--- src/rtl/uart_pkg.sv ---
// Shared UART definitions: parity modes, FSM encoding, bit-timing helpers.
// Latency: n/a (types, constants and functions only).
// Backpressure: n/a.
package uart_pkg;

  // Parity selection values; anything outside ODD/EVEN means no parity bit.
  localparam int UART_CHECK_NONE = 0;
  localparam int UART_CHECK_ODD  = 1;
  localparam int UART_CHECK_EVEN = 2;

  // Frame sequencing states, shared with the receiver.
  typedef enum logic [2:0] {
    UART_IDLE   = 3'd0,
    UART_START  = 3'd1,
    UART_DATA   = 3'd2,
    UART_PARITY = 3'd3,
    UART_STOP   = 3'd4
  } uart_state_e;

  // Clocks per bit: integer floor, so the real baud rate is never below nominal.
  function automatic int calc_bit_cycles(input int sys_clk, input int baud);
    return sys_clk / baud;
  endfunction

  // Width of a counter that must hold 0..bit_cycles-1 (at least one bit).
  function automatic int calc_cnt_width(input int bit_cycles);
    return (bit_cycles > 1) ? $clog2(bit_cycles) : 1;
  endfunction

  // True when the mode inserts a parity bit after the data bits.
  function automatic bit has_parity(input int check);
    return (check == UART_CHECK_ODD) || (check == UART_CHECK_EVEN);
  endfunction

  // Parity bit for up to 8 data bits; unused upper bits must be zero.
  // ODD makes the total count of ones over data+parity odd, EVEN makes it even.
  function automatic logic calc_parity(input logic [7:0] data, input int check);
    if (check == UART_CHECK_ODD) begin
      return ~^data;
    end
    return ^data;
  endfunction

endpackage

--- src/rtl/uart_tx_if.sv ---
// User-side word handshake plus the serial pin of the UART transmitter.
// Latency: n/a (wires only).
// Backpressure: o_user_tx_ready low means i_user_tx_valid is ignored.
interface uart_tx_if #(
  parameter int P_UART_DATA_WIDTH = 8
) ();

  logic [P_UART_DATA_WIDTH-1:0] i_user_tx_data;
  logic                         i_user_tx_valid;
  logic                         o_user_tx_ready;
  logic                         o_uart_tx;

  // Transmitter side: consumes words, drives ready and the line.
  modport slave (
    input  i_user_tx_data,
    input  i_user_tx_valid,
    output o_user_tx_ready,
    output o_uart_tx
  );

  // User side: offers words, observes ready and the line.
  modport master (
    output i_user_tx_data,
    output i_user_tx_valid,
    input  o_user_tx_ready,
    input  o_uart_tx
  );

endinterface

--- src/rtl/uart_baud_cnt.sv ---
// Bit-period counter: counts clocks while enabled, strobes bit_done on the last clock of each bit.
// Latency: bit_done is combinational from the count; it fires P_BIT_CYCLES clocks after enable rises.
// Backpressure: none; dropping i_en clears the count so the next bit starts from zero.
module uart_baud_cnt
  import uart_pkg::*;
#(
  parameter int P_BIT_CYCLES = 5208
) (
  input  logic i_clk,
  input  logic i_rst,
  input  logic i_en,
  output logic o_bit_done
);

  localparam int                CNT_W    = calc_cnt_width(P_BIT_CYCLES);
  localparam logic [CNT_W-1:0]  CNT_LAST = CNT_W'(P_BIT_CYCLES - 1);
  localparam logic [CNT_W-1:0]  CNT_ONE  = CNT_W'(1);

  logic [CNT_W-1:0] cnt_q;
  logic [CNT_W-1:0] cnt_d;

  assign o_bit_done = i_en && (cnt_q == CNT_LAST);

  // Next count: hold at zero while idle, wrap after the last clock of a bit.
  always_comb begin
    cnt_d = cnt_q;
    if (!i_en) begin
      cnt_d = '0;
    end else if (cnt_q == CNT_LAST) begin
      cnt_d = '0;
    end else begin
      cnt_d = cnt_q + CNT_ONE;
    end
  end

  // Count register.
  always_ff @(posedge i_clk or posedge i_rst) begin
    if (i_rst) begin
      cnt_q <= '0;
    end else begin
      cnt_q <= cnt_d;
    end
  end

endmodule

--- src/rtl/uart_tx.sv ---
// UART transmitter: latches one word per valid/ready handshake and sends start, LSB-first data, optional parity, stop.
// Latency: start bit appears the clock after accept; ready returns (1+W+Pbit+S)*BIT_CYCLES clocks after accept.
// Backpressure: ready is low for the whole frame; valid is ignored while ready is low.
module uart_tx
  import uart_pkg::*;
#(
  parameter int P_SYSTEM_CLK      = 50_000_000,
  parameter int P_UART_BUADRATE   = 9600,
  parameter int P_UART_DATA_WIDTH = 8,
  parameter int P_UART_STOP_WIDTH = 1,
  parameter int P_UART_CHECK      = 0
) (
  input  logic     i_clk,
  input  logic     i_rst,
  uart_tx_if.slave tx_if
);

  localparam int BIT_CYCLES = calc_bit_cycles(P_SYSTEM_CLK, P_UART_BUADRATE);
  localparam bit PARITY_EN  = has_parity(P_UART_CHECK);

  // Data widths are limited to 5..8, so a 3-bit index covers every bit position.
  localparam int              IDX_W     = 3;
  localparam logic [IDX_W-1:0] IDX_LAST = IDX_W'(P_UART_DATA_WIDTH - 1);
  localparam logic [IDX_W-1:0] IDX_ONE  = IDX_W'(1);

  // Stop width is 1 or 2, so one bit tracks which stop bit is on the line.
  localparam logic STOP_LAST = 1'(P_UART_STOP_WIDTH - 1);

  uart_state_e                  state_q, state_d;
  logic [P_UART_DATA_WIDTH-1:0] shift_q, shift_d;
  logic [IDX_W-1:0]             idx_q,   idx_d;
  logic                         stop_q,  stop_d;
  logic                         par_q,   par_d;
  logic                         tx_q,    tx_d;
  logic                         rdy_q,   rdy_d;

  logic       bit_done;
  logic       cnt_en;
  logic [7:0] data_ext;

  // The bit timer only runs while a frame is on the line, so every frame starts from count zero.
  assign cnt_en = (state_q != UART_IDLE);

  // Zero-extended copy of the incoming word; zero padding leaves parity unchanged.
  assign data_ext = 8'(tx_if.i_user_tx_data);

  uart_baud_cnt #(
    .P_BIT_CYCLES (BIT_CYCLES)
  ) u_baud_cnt (
    .i_clk      (i_clk),
    .i_rst      (i_rst),
    .i_en       (cnt_en),
    .o_bit_done (bit_done)
  );

  // Next-state and next-output logic; the line value is decided one clock ahead so o_uart_tx is a flop.
  always_comb begin
    state_d = state_q;
    shift_d = shift_q;
    idx_d   = idx_q;
    stop_d  = stop_q;
    par_d   = par_q;
    tx_d    = tx_q;
    rdy_d   = rdy_q;

    case (state_q)
      UART_IDLE: begin
        tx_d = 1'b1;
        if (tx_if.i_user_tx_valid && rdy_q) begin
          state_d = UART_START;
          shift_d = tx_if.i_user_tx_data;
          par_d   = calc_parity(data_ext, P_UART_CHECK);
          idx_d   = '0;
          stop_d  = 1'b0;
          tx_d    = 1'b0;
          rdy_d   = 1'b0;
        end
      end

      UART_START: begin
        if (bit_done) begin
          state_d = UART_DATA;
          tx_d    = shift_q[0];
        end
      end

      UART_DATA: begin
        if (bit_done) begin
          if (idx_q == IDX_LAST) begin
            if (PARITY_EN) begin
              state_d = UART_PARITY;
              tx_d    = par_q;
            end else begin
              state_d = UART_STOP;
              tx_d    = 1'b1;
            end
          end else begin
            // Shift right so the next data bit is always at position 0.
            idx_d   = idx_q + IDX_ONE;
            shift_d = shift_q >> 1;
            tx_d    = shift_q[1];
          end
        end
      end

      UART_PARITY: begin
        if (bit_done) begin
          state_d = UART_STOP;
          tx_d    = 1'b1;
        end
      end

      UART_STOP: begin
        tx_d = 1'b1;
        if (bit_done) begin
          if (stop_q == STOP_LAST) begin
            // Ready rises with the return to IDLE so a held valid is taken on the very next edge.
            state_d = UART_IDLE;
            rdy_d   = 1'b1;
          end else begin
            stop_d = ~stop_q;
          end
        end
      end

      default: begin
        state_d = UART_IDLE;
        tx_d    = 1'b1;
        rdy_d   = 1'b1;
      end
    endcase
  end

  // State, datapath and output registers; reset forces an idle high line at once.
  always_ff @(posedge i_clk or posedge i_rst) begin
    if (i_rst) begin
      state_q <= UART_IDLE;
      shift_q <= '0;
      idx_q   <= '0;
      stop_q  <= 1'b0;
      par_q   <= 1'b0;
      tx_q    <= 1'b1;
      rdy_q   <= 1'b1;
    end else begin
      state_q <= state_d;
      shift_q <= shift_d;
      idx_q   <= idx_d;
      stop_q  <= stop_d;
      par_q   <= par_d;
      tx_q    <= tx_d;
      rdy_q   <= rdy_d;
    end
  end

  assign tx_if.o_user_tx_ready = rdy_q;
  assign tx_if.o_uart_tx       = tx_q;

endmodule
--- src/flat_wrapper.sv ---
// flat-port wrapper written by rule: the top's interface ports become plain ports
module uart_tx_flat import uart_pkg::*;
#(
  parameter int P_SYSTEM_CLK      = 50_000_000,
  parameter int P_UART_BUADRATE   = 9600,
  parameter int P_UART_DATA_WIDTH = 8,
  parameter int P_UART_STOP_WIDTH = 1,
  parameter int P_UART_CHECK      = 0
)
  (i_clk, i_rst, tx_if_i_user_tx_data, tx_if_i_user_tx_valid, tx_if_o_user_tx_ready, tx_if_o_uart_tx);
  uart_tx_if #(.P_UART_DATA_WIDTH(P_UART_DATA_WIDTH)) tx_if_i ();
  input  logic i_clk;
  input  logic i_rst;
  input wire logic [$bits(tx_if_i.i_user_tx_data)-1:0] tx_if_i_user_tx_data;
  input wire logic [$bits(tx_if_i.i_user_tx_valid)-1:0] tx_if_i_user_tx_valid;
  output wire logic [$bits(tx_if_i.o_user_tx_ready)-1:0] tx_if_o_user_tx_ready;
  output wire logic [$bits(tx_if_i.o_uart_tx)-1:0] tx_if_o_uart_tx;
  assign tx_if_i.i_user_tx_data = tx_if_i_user_tx_data;
  assign tx_if_i.i_user_tx_valid = tx_if_i_user_tx_valid;
  assign tx_if_o_user_tx_ready = tx_if_i.o_user_tx_ready;
  assign tx_if_o_uart_tx = tx_if_i.o_uart_tx;
  uart_tx #(.P_SYSTEM_CLK(P_SYSTEM_CLK), .P_UART_BUADRATE(P_UART_BUADRATE), .P_UART_DATA_WIDTH(P_UART_DATA_WIDTH), .P_UART_STOP_WIDTH(P_UART_STOP_WIDTH), .P_UART_CHECK(P_UART_CHECK)) u_core (.i_clk(i_clk), .i_rst(i_rst), .tx_if(tx_if_i));
endmodule
--- config.mk ---
export PLATFORM = sky130hd
export DESIGN_NAME = uart_tx_flat
export DESIGN_NICKNAME = d
export VERILOG_FILES = /design/src/rtl/uart_pkg.sv /design/src/rtl/uart_tx_if.sv /design/src/rtl/uart_baud_cnt.sv /design/src/rtl/uart_tx.sv /design/src/flat_wrapper.sv
export SDC_FILE = /design/constraint.sdc
export NUM_CORES = 1
export LEC_CHECK = 0
export BUFFER_PORTS_ARGS = -buffer_cell sky130_fd_sc_hd__buf_2
export CORE_MARGIN = 5
export CORE_UTILIZATION = 58
export DETAILED_ROUTE_END_ITERATION = 8
export GPL_ROUTABILITY_DRIVEN = 0
export MAX_ROUTING_LAYER = met4
export PLACE_DENSITY = 0.86
export REMOVE_ABC_BUFFERS = 1
export SYNTH_ARGS = -nofsm -noshare
export SYNTH_HDL_FRONTEND = slang
export SYNTH_SLANG_ARGS = --single-unit
--- constraint.sdc ---
create_clock -name i_clk -period 3.1 [get_ports i_clk]
set_clock_uncertainty 0.05 [all_clocks]
set_input_delay 0.465 -clock i_clk [delete_from_list [all_inputs] [get_ports i_clk]]
set_output_delay 0.465 -clock i_clk [all_outputs]
set_load 0.05 [all_outputs]
## Word level (Yosys, flattened, before mapping)

Cells that the tools add are included.

- Register bits: 30
- Bits of input ports: 11

- $add $sub $neg: 2
- Equality and inequality tests: 14
- Mux-type cells: 31
- Bitwise logic cells: 2
- Reductions and logical operators: 12

Operators by type and width:

| operator | count |
|---|---|
| two-way mux 3 bit | 10 |
| two-way mux 13 bit | 2 |
| two-way mux 8 bit | 3 |
| one-hot mux 8 bit (2 select lines) | 1 |
| one-hot mux 3 bit (5 select lines) | 1 |
| adder 13 x 1 -> 13 bit, second input constant | 1 |
| equality test 13 bit, second input constant | 1 |
| inequality test 2 x 1 -> 1 bit, second input constant | 6 |
| two-way mux 1 bit | 10 |
| AND reduction 4 bit | 2 |
| AND reduction 7 bit | 1 |
| equality test 3 x 2 -> 1 bit, second input constant | 2 |
| equality test 3 bit, second input constant | 2 |
| one-hot mux 3 bit (2 select lines) | 1 |
| AND reduction 3 bit | 2 |
| inequality test 2 bit, second input constant | 2 |
| one-hot mux 1 bit (4 select lines) | 1 |
| nonzero test 2 bit | 2 |
| adder 3 x 1 -> 3 bit, second input constant | 1 |
| equality test 3 x 1 -> 1 bit, second input constant | 1 |
| zero test 3 bit | 1 |
| one-hot mux 1 bit (3 select lines) | 1 |
| nonzero test 3 bit | 1 |
| OR reduction 3 bit | 1 |
| 3 further kinds | 5 |

## Logic depth before layout (Yosys ltp)

- Depth in word-level cells: 4
- Gate-level depth with buffers: 7
- Gate-level depth less buffers: 6

## Modules after synthesis

A second synthesis with hierarchy kept.

- Cell total of the unflattened synthesis: 136
- Area, all modules: 1571.5 sq um

Modules (own cells, without submodules):

| module | times used | cells an instance | area each (sq um) |
|---|---|---|---|
| uart_tx | 1 | 72 | 900.9 |
| uart_baud_cnt | 1 | 64 | 670.6 |

## Worst setup path before layout

No wires, ideal clock.

- Path kind: flip-flop to flip-flop
- Start point: register u_core.idx_q[0]
- End point: register u_core.idx_q[0]
- Setup time: 0.125 ns
- Data arrival time: 1.994 ns
- Setup slack: 0.930 ns
- Cell stages (with the launch flop): 8
- Buffers on the path: 1
- Clock period less this slack: 2.170 ns
- Cells stage by stage: dfrtp_1 > ha_1 > ha_1 > or4b_1 > nor4_1 > a21oi_1 > buf_6 > mux2_4

- Word-level cells in the longest chain between the ends: 4
- Elaborated cells between the ends (all ways): 7

RTL lines:

| what | RTL line | source |
|---|---|---|
| start: declaration | uart_tx.sv:31 | `logic [IDX_W-1:0] idx_q, idx_d;` |
| start signal: assignment | uart_tx.sv:147 | `idx_q <= idx_d;` |
| adder 3 x 1 -> 3 bit | uart_tx.sv:99 | `idx_d = idx_q + IDX_ONE;` |
| two-way mux 3 bit | uart_tx.sv:89 | `if (idx_q == IDX_LAST) begin` |
| two-way mux 3 bit | uart_tx.sv:88 | `if (bit_done) begin` |
| one-hot mux 3 bit (2 select lines) | uart_tx.sv:66 | `case (state_q)` |

Several ways; a longest one is shown, not always the timed one. The select of a mux whose other input is x is not followed.
A chain may end at the register's enable or synchronous reset.

## Worst setup path after layout

- Start point: register u_core.idx_q[0]
- End point: register u_core.shift_q[1]

- Word-level cells in the longest chain between the ends: 3

RTL lines:

| what | RTL line | source |
|---|---|---|
| equality test 3 bit | uart_tx.sv:89 |  |
| inequality test 2 bit (no source line) | - |  |
| AND reduction 4 bit (no source line) | - |  |
| end signal: assignment | uart_tx.sv:146 | `shift_q <= shift_d;` |
| end: declaration | uart_tx.sv:30 | `logic [P_UART_DATA_WIDTH-1:0] shift_q, shift_d;` |

Every way passes these cells.

==> results by group <==
Detailed routing
  • Routed WL: 2.73 mm
  • DR vias/cell: 5.81
  • WL/cell: 14.8 um
  • DR vias: 1074
  • Number of DRC markers in iteration 0: 50
  • DR DRC count: 0
  • 1st-pass router iterations: 4
  • DRT antenna net count: 0

Run status
  • Outcome: finished, final reports clean

Logic synthesis
  • Seq/Total Area, Yosys: 48.0%
  • Asr flop ratio synth: 100%
  • Dominant cells by area after synthesis: dfrtp_1, mux2_4, mux2_2
  • Post-synth top area share: 44.6%
  • Yosys warnings: 0
  • Yosys reg bits: 29
  • Post-synth EDFFs: 0
  • Post-Syn Area: 1520 um2
  • Avg Cell Area, Syn: 10.8 um2
  • Synth cell types: 33
  • Syn Inst Count: 140
  • Yosys top cell by area: dfrtp_1
  • Primary FF master, synth: dfrtp_1

Timing
  • Final Slew Violations: 0
  • Final setup vio count: 0
  • Final hold vios: 0
  • Post-Route Setup TNS: 0 ns
  • Tcrit/Tclk final: 76.7%
  • Fin worst setup slack: 0.724 ns
  • Worst-margin pin slew: 1.05 ns
  • Post-layout minimum cycle time: 2.38 ns
  • RSZ-0062 raised after global routing: no
  • Max Freq: 421 MHz
  • Slew headroom: 29.9%

Layout
  • Filler cells: 192
  • Layout cells sized above 1: 25.2%
  • Nets: 169
  • P&R area growth vs syn: 8.00%
  • Antenna cells: 0
  • Non-filler instance count after layout: 185
  • Post-layout util: 65.5%

Global route
  • First-pass GRT wire length: 4.65 mm
  • Vias in the first global route: 1035
  • GRT Residual Overflow: 0
  • Pin count of the biggest net entering global routing: 30
  • GRT Total Usage: 17.8%
  • Initial antenna violation count: 0

Worst setup path
  • CP top delay family: simple AND/OR/NAND/NOR gates
  • Critical path's slowest cell: or4b_1
  • Buf/Inv on CP: 1
  • Worst-path cell chain: ha_1 > ha_1 > or4b_1 > nor4_1 > a21oi_1 > buf_4 > mux2_4
  • Crit path kind: reg -> reg
  • Critical Path Start Type: register
  • Maximum fanout along the worst path: 11
  • Crit path largest cell delay: 0.48 ns
  • WP data required: 3.26 ns
  • Nature of the critical path endpoint: register
  • Crit path top cell by count: ha_1
  • CP arrival: 2.54 ns

CTS
  • Resized cells post-CTS: 0
  • Post-CTS Hold Buffers: 0
  • Clk slew on worst S/H paths: 0.09 ns
  • Skew-Pair Late Insertion Delay: 0.32 ns
  • Num CTS Buffers: 5
  • CTS tree: done
  • H-tree Lvls: 2
  • Clock Path Buffers: 2
  • CTS root buf: clkbuf_4
  • Setup Fix Bufs, Post-CTS: 0
  • Clock sink count: 29

Die
  • FP Rows: 18
  • Die width: 61.1 um
  • Starting Density: 60.7%
  • Core Area: 2500 um2
  • Boundary pin count: 13
  • Die height: 61.1 um
  • Die footprint: 3740 um2

Run
  • Max Cap Viol: 0

Pwr
  • Leak pwr: 0.745 nW
  • Maximum VDD drop: 0.250 mV
  • PD cells: 385 nW/um2
  • Power Total: 630 uW

Place
  • Placed cells: 178
  • DP HPWL: 1.94 mm
  • # port buffers: 12
  • DP Worst Slack: 0.769 ns

Worst hold path
  • Hold crit path type: in -> async
## state kept, by name (all words and copies together), names as in the netlist
name                          cells
u_core.idx_q                      3
u_core.shift_q                    8
u_core.state_q                    3
u_core.tx_if.o_uart_tx            1
u_core.tx_if.o_user_tx_ready      1
u_core.u_baud_cnt.cnt_q          13
## cells in the mapped netlist, types with 2 or more instances
master,instances
o21ai_0,2
buf_6,2
dfrtp_1,27
a21oi_1,4
nor4_1,5
nand2_1,9
dfstp_2,2
nand2b_1,2
ha_1,3
xnor2_1,9
nand4_1,2
mux2_2,9
nor3_1,7
nand3_1,6
inv_1,6
mux2_4,8
xor2_1,2
mux2i_1,2
or4b_1,2
nor2_1,18
## metrics by stage
step / cell area (um2) / hold slack [ns]
6_report: 1640 / 0.337
5_1_grt: 1640 / 0.398
4_1_cts: 1640 / 0.372
3_5_place_dp: 1580 / 0.429
3_3_place_gp: 1580 / 0.425
2_1_floorplan: 1480 / 0.405
## cell usage in the layout, fill, tap and decap left out
| master | Yosys | routed |
|---|---|---|
| nand3_1 | 6 | 6 |
| a21oi_1 | 4 | 4 |
| clkbuf_4 | 0 | 5 |
| xor2_1 | 2 | 2 |
| clkbuf_1 | 1 | 1 |
| dfstp_2 | 2 | 2 |
| buf_2 | 1 | 12 |
| nor3b_1 | 1 | 1 |
| a31oi_1 | 1 | 1 |
| nand2b_1 | 2 | 2 |
| o31ai_1 | 1 | 1 |
| a32o_1 | 1 | 1 |
| buf_4 | 1 | 1 |
| nor4_1 | 5 | 5 |
| o211ai_1 | 1 | 1 |
| mux2_2 | 9 | 9 |
| mux2_4 | 8 | 8 |
| xnor2_1 | 9 | 9 |
| nor3_1 | 7 | 7 |
| dfrtp_1 | 27 | 27 |
| mux2i_1 | 2 | 2 |
| a21boi_0 | 1 | 1 |
| nor2b_1 | 1 | 1 |
| nor2_1 | 18 | 18 |
| ha_1 | 3 | 3 |
| o21ai_0 | 2 | 2 |
| or4b_4 | 1 | 1 |
| nand4_1 | 2 | 2 |
| nand2_1 | 9 | 9 |
| or4b_1 | 2 | 2 |
| and2_1 | 1 | 1 |
| clkbuf_8 | 0 | 1 |
| or3_1 | 1 | 1 |
| inv_1 | 6 | 6 |
## cell families after synthesis
family                   count (synthesis)  synth area share, %
AO/OA/AOI/OAI                           11                 4.54
XOR/XNOR                                11                 6.35
adder cells (fa/ha/maj)                  3                 2.48
buffers and inverters                   11                 4.04
flip-flops                              29                 48.0
multiplexers                            19                 15.9
AND/OR/NAND/NOR                         56                 18.6
## layout make-up
cell class	count	area (um2)	area share, %
clock buffers	7	55.1	3.36
well taps	30	37.5	2.29
inverters	6	22.5	1.38
flip-flops and latches	29	728	44.5
repair buffers	13	67.6	4.13
multi-input cells	100	727	44.4
## final timing paths
| kind | start | endpoint | slack [ns] | cells past startpoint |
|---|---|---|---|---|
| setup / recovery | u_core.idx_q[0]$_DFFE_PP0P_ | u_core.shift_q[1]$_DFFE_PP0P_ | 0.72 | 7 |
| hold / removal | i_rst | u_core.u_baud_cnt.cnt_q[1]$_DFF_PP0_ | 0.34 | 2 |
| setup reg to reg | u_core.idx_q[0]$_DFFE_PP0P_ | u_core.shift_q[1]$_DFFE_PP0P_ | 0.72 | 7 |
| hold reg to reg | u_core.u_baud_cnt.cnt_q[0]$_DFF_PP0_ | u_core.u_baud_cnt.cnt_q[0]$_DFF_PP0_ | 0.44 | 1 |
| max in group asynchronous | i_rst | u_core.u_baud_cnt.cnt_q[9]$_DFF_PP0_ | 2.03 | 2 |
| min in group i_clk | tx_if_i_user_tx_valid | u_core.tx_if.o_user_tx_ready$_DFFE_PP1P_ | 0.41 | 3 |
## power by group
part           switching [mW]  internal [mW]  total [mW]
Combinational          0.0107        0.00861      0.0193
Sequential                  0          0.378       0.378
Clock                   0.126          0.107       0.233
## per-layer routing
| metal | wire, um | vias up | part of all wire (%) | GRT usage [%] |
|---|---|---|---|---|
| met5 | 0 | - | 0 | - |
| li1 | - | 518 | - | - |
| met4 | 44 | 0 | 1.6 | 7.74 |
| met1 | 1250 | 520 | 46 | 23.4 |
| met2 | 1310 | 29 | 48 | 25.5 |
| met3 | 129 | 7 | 4.7 | 5.24 |
No activity file was read; power rests on OpenSTA's default activity.
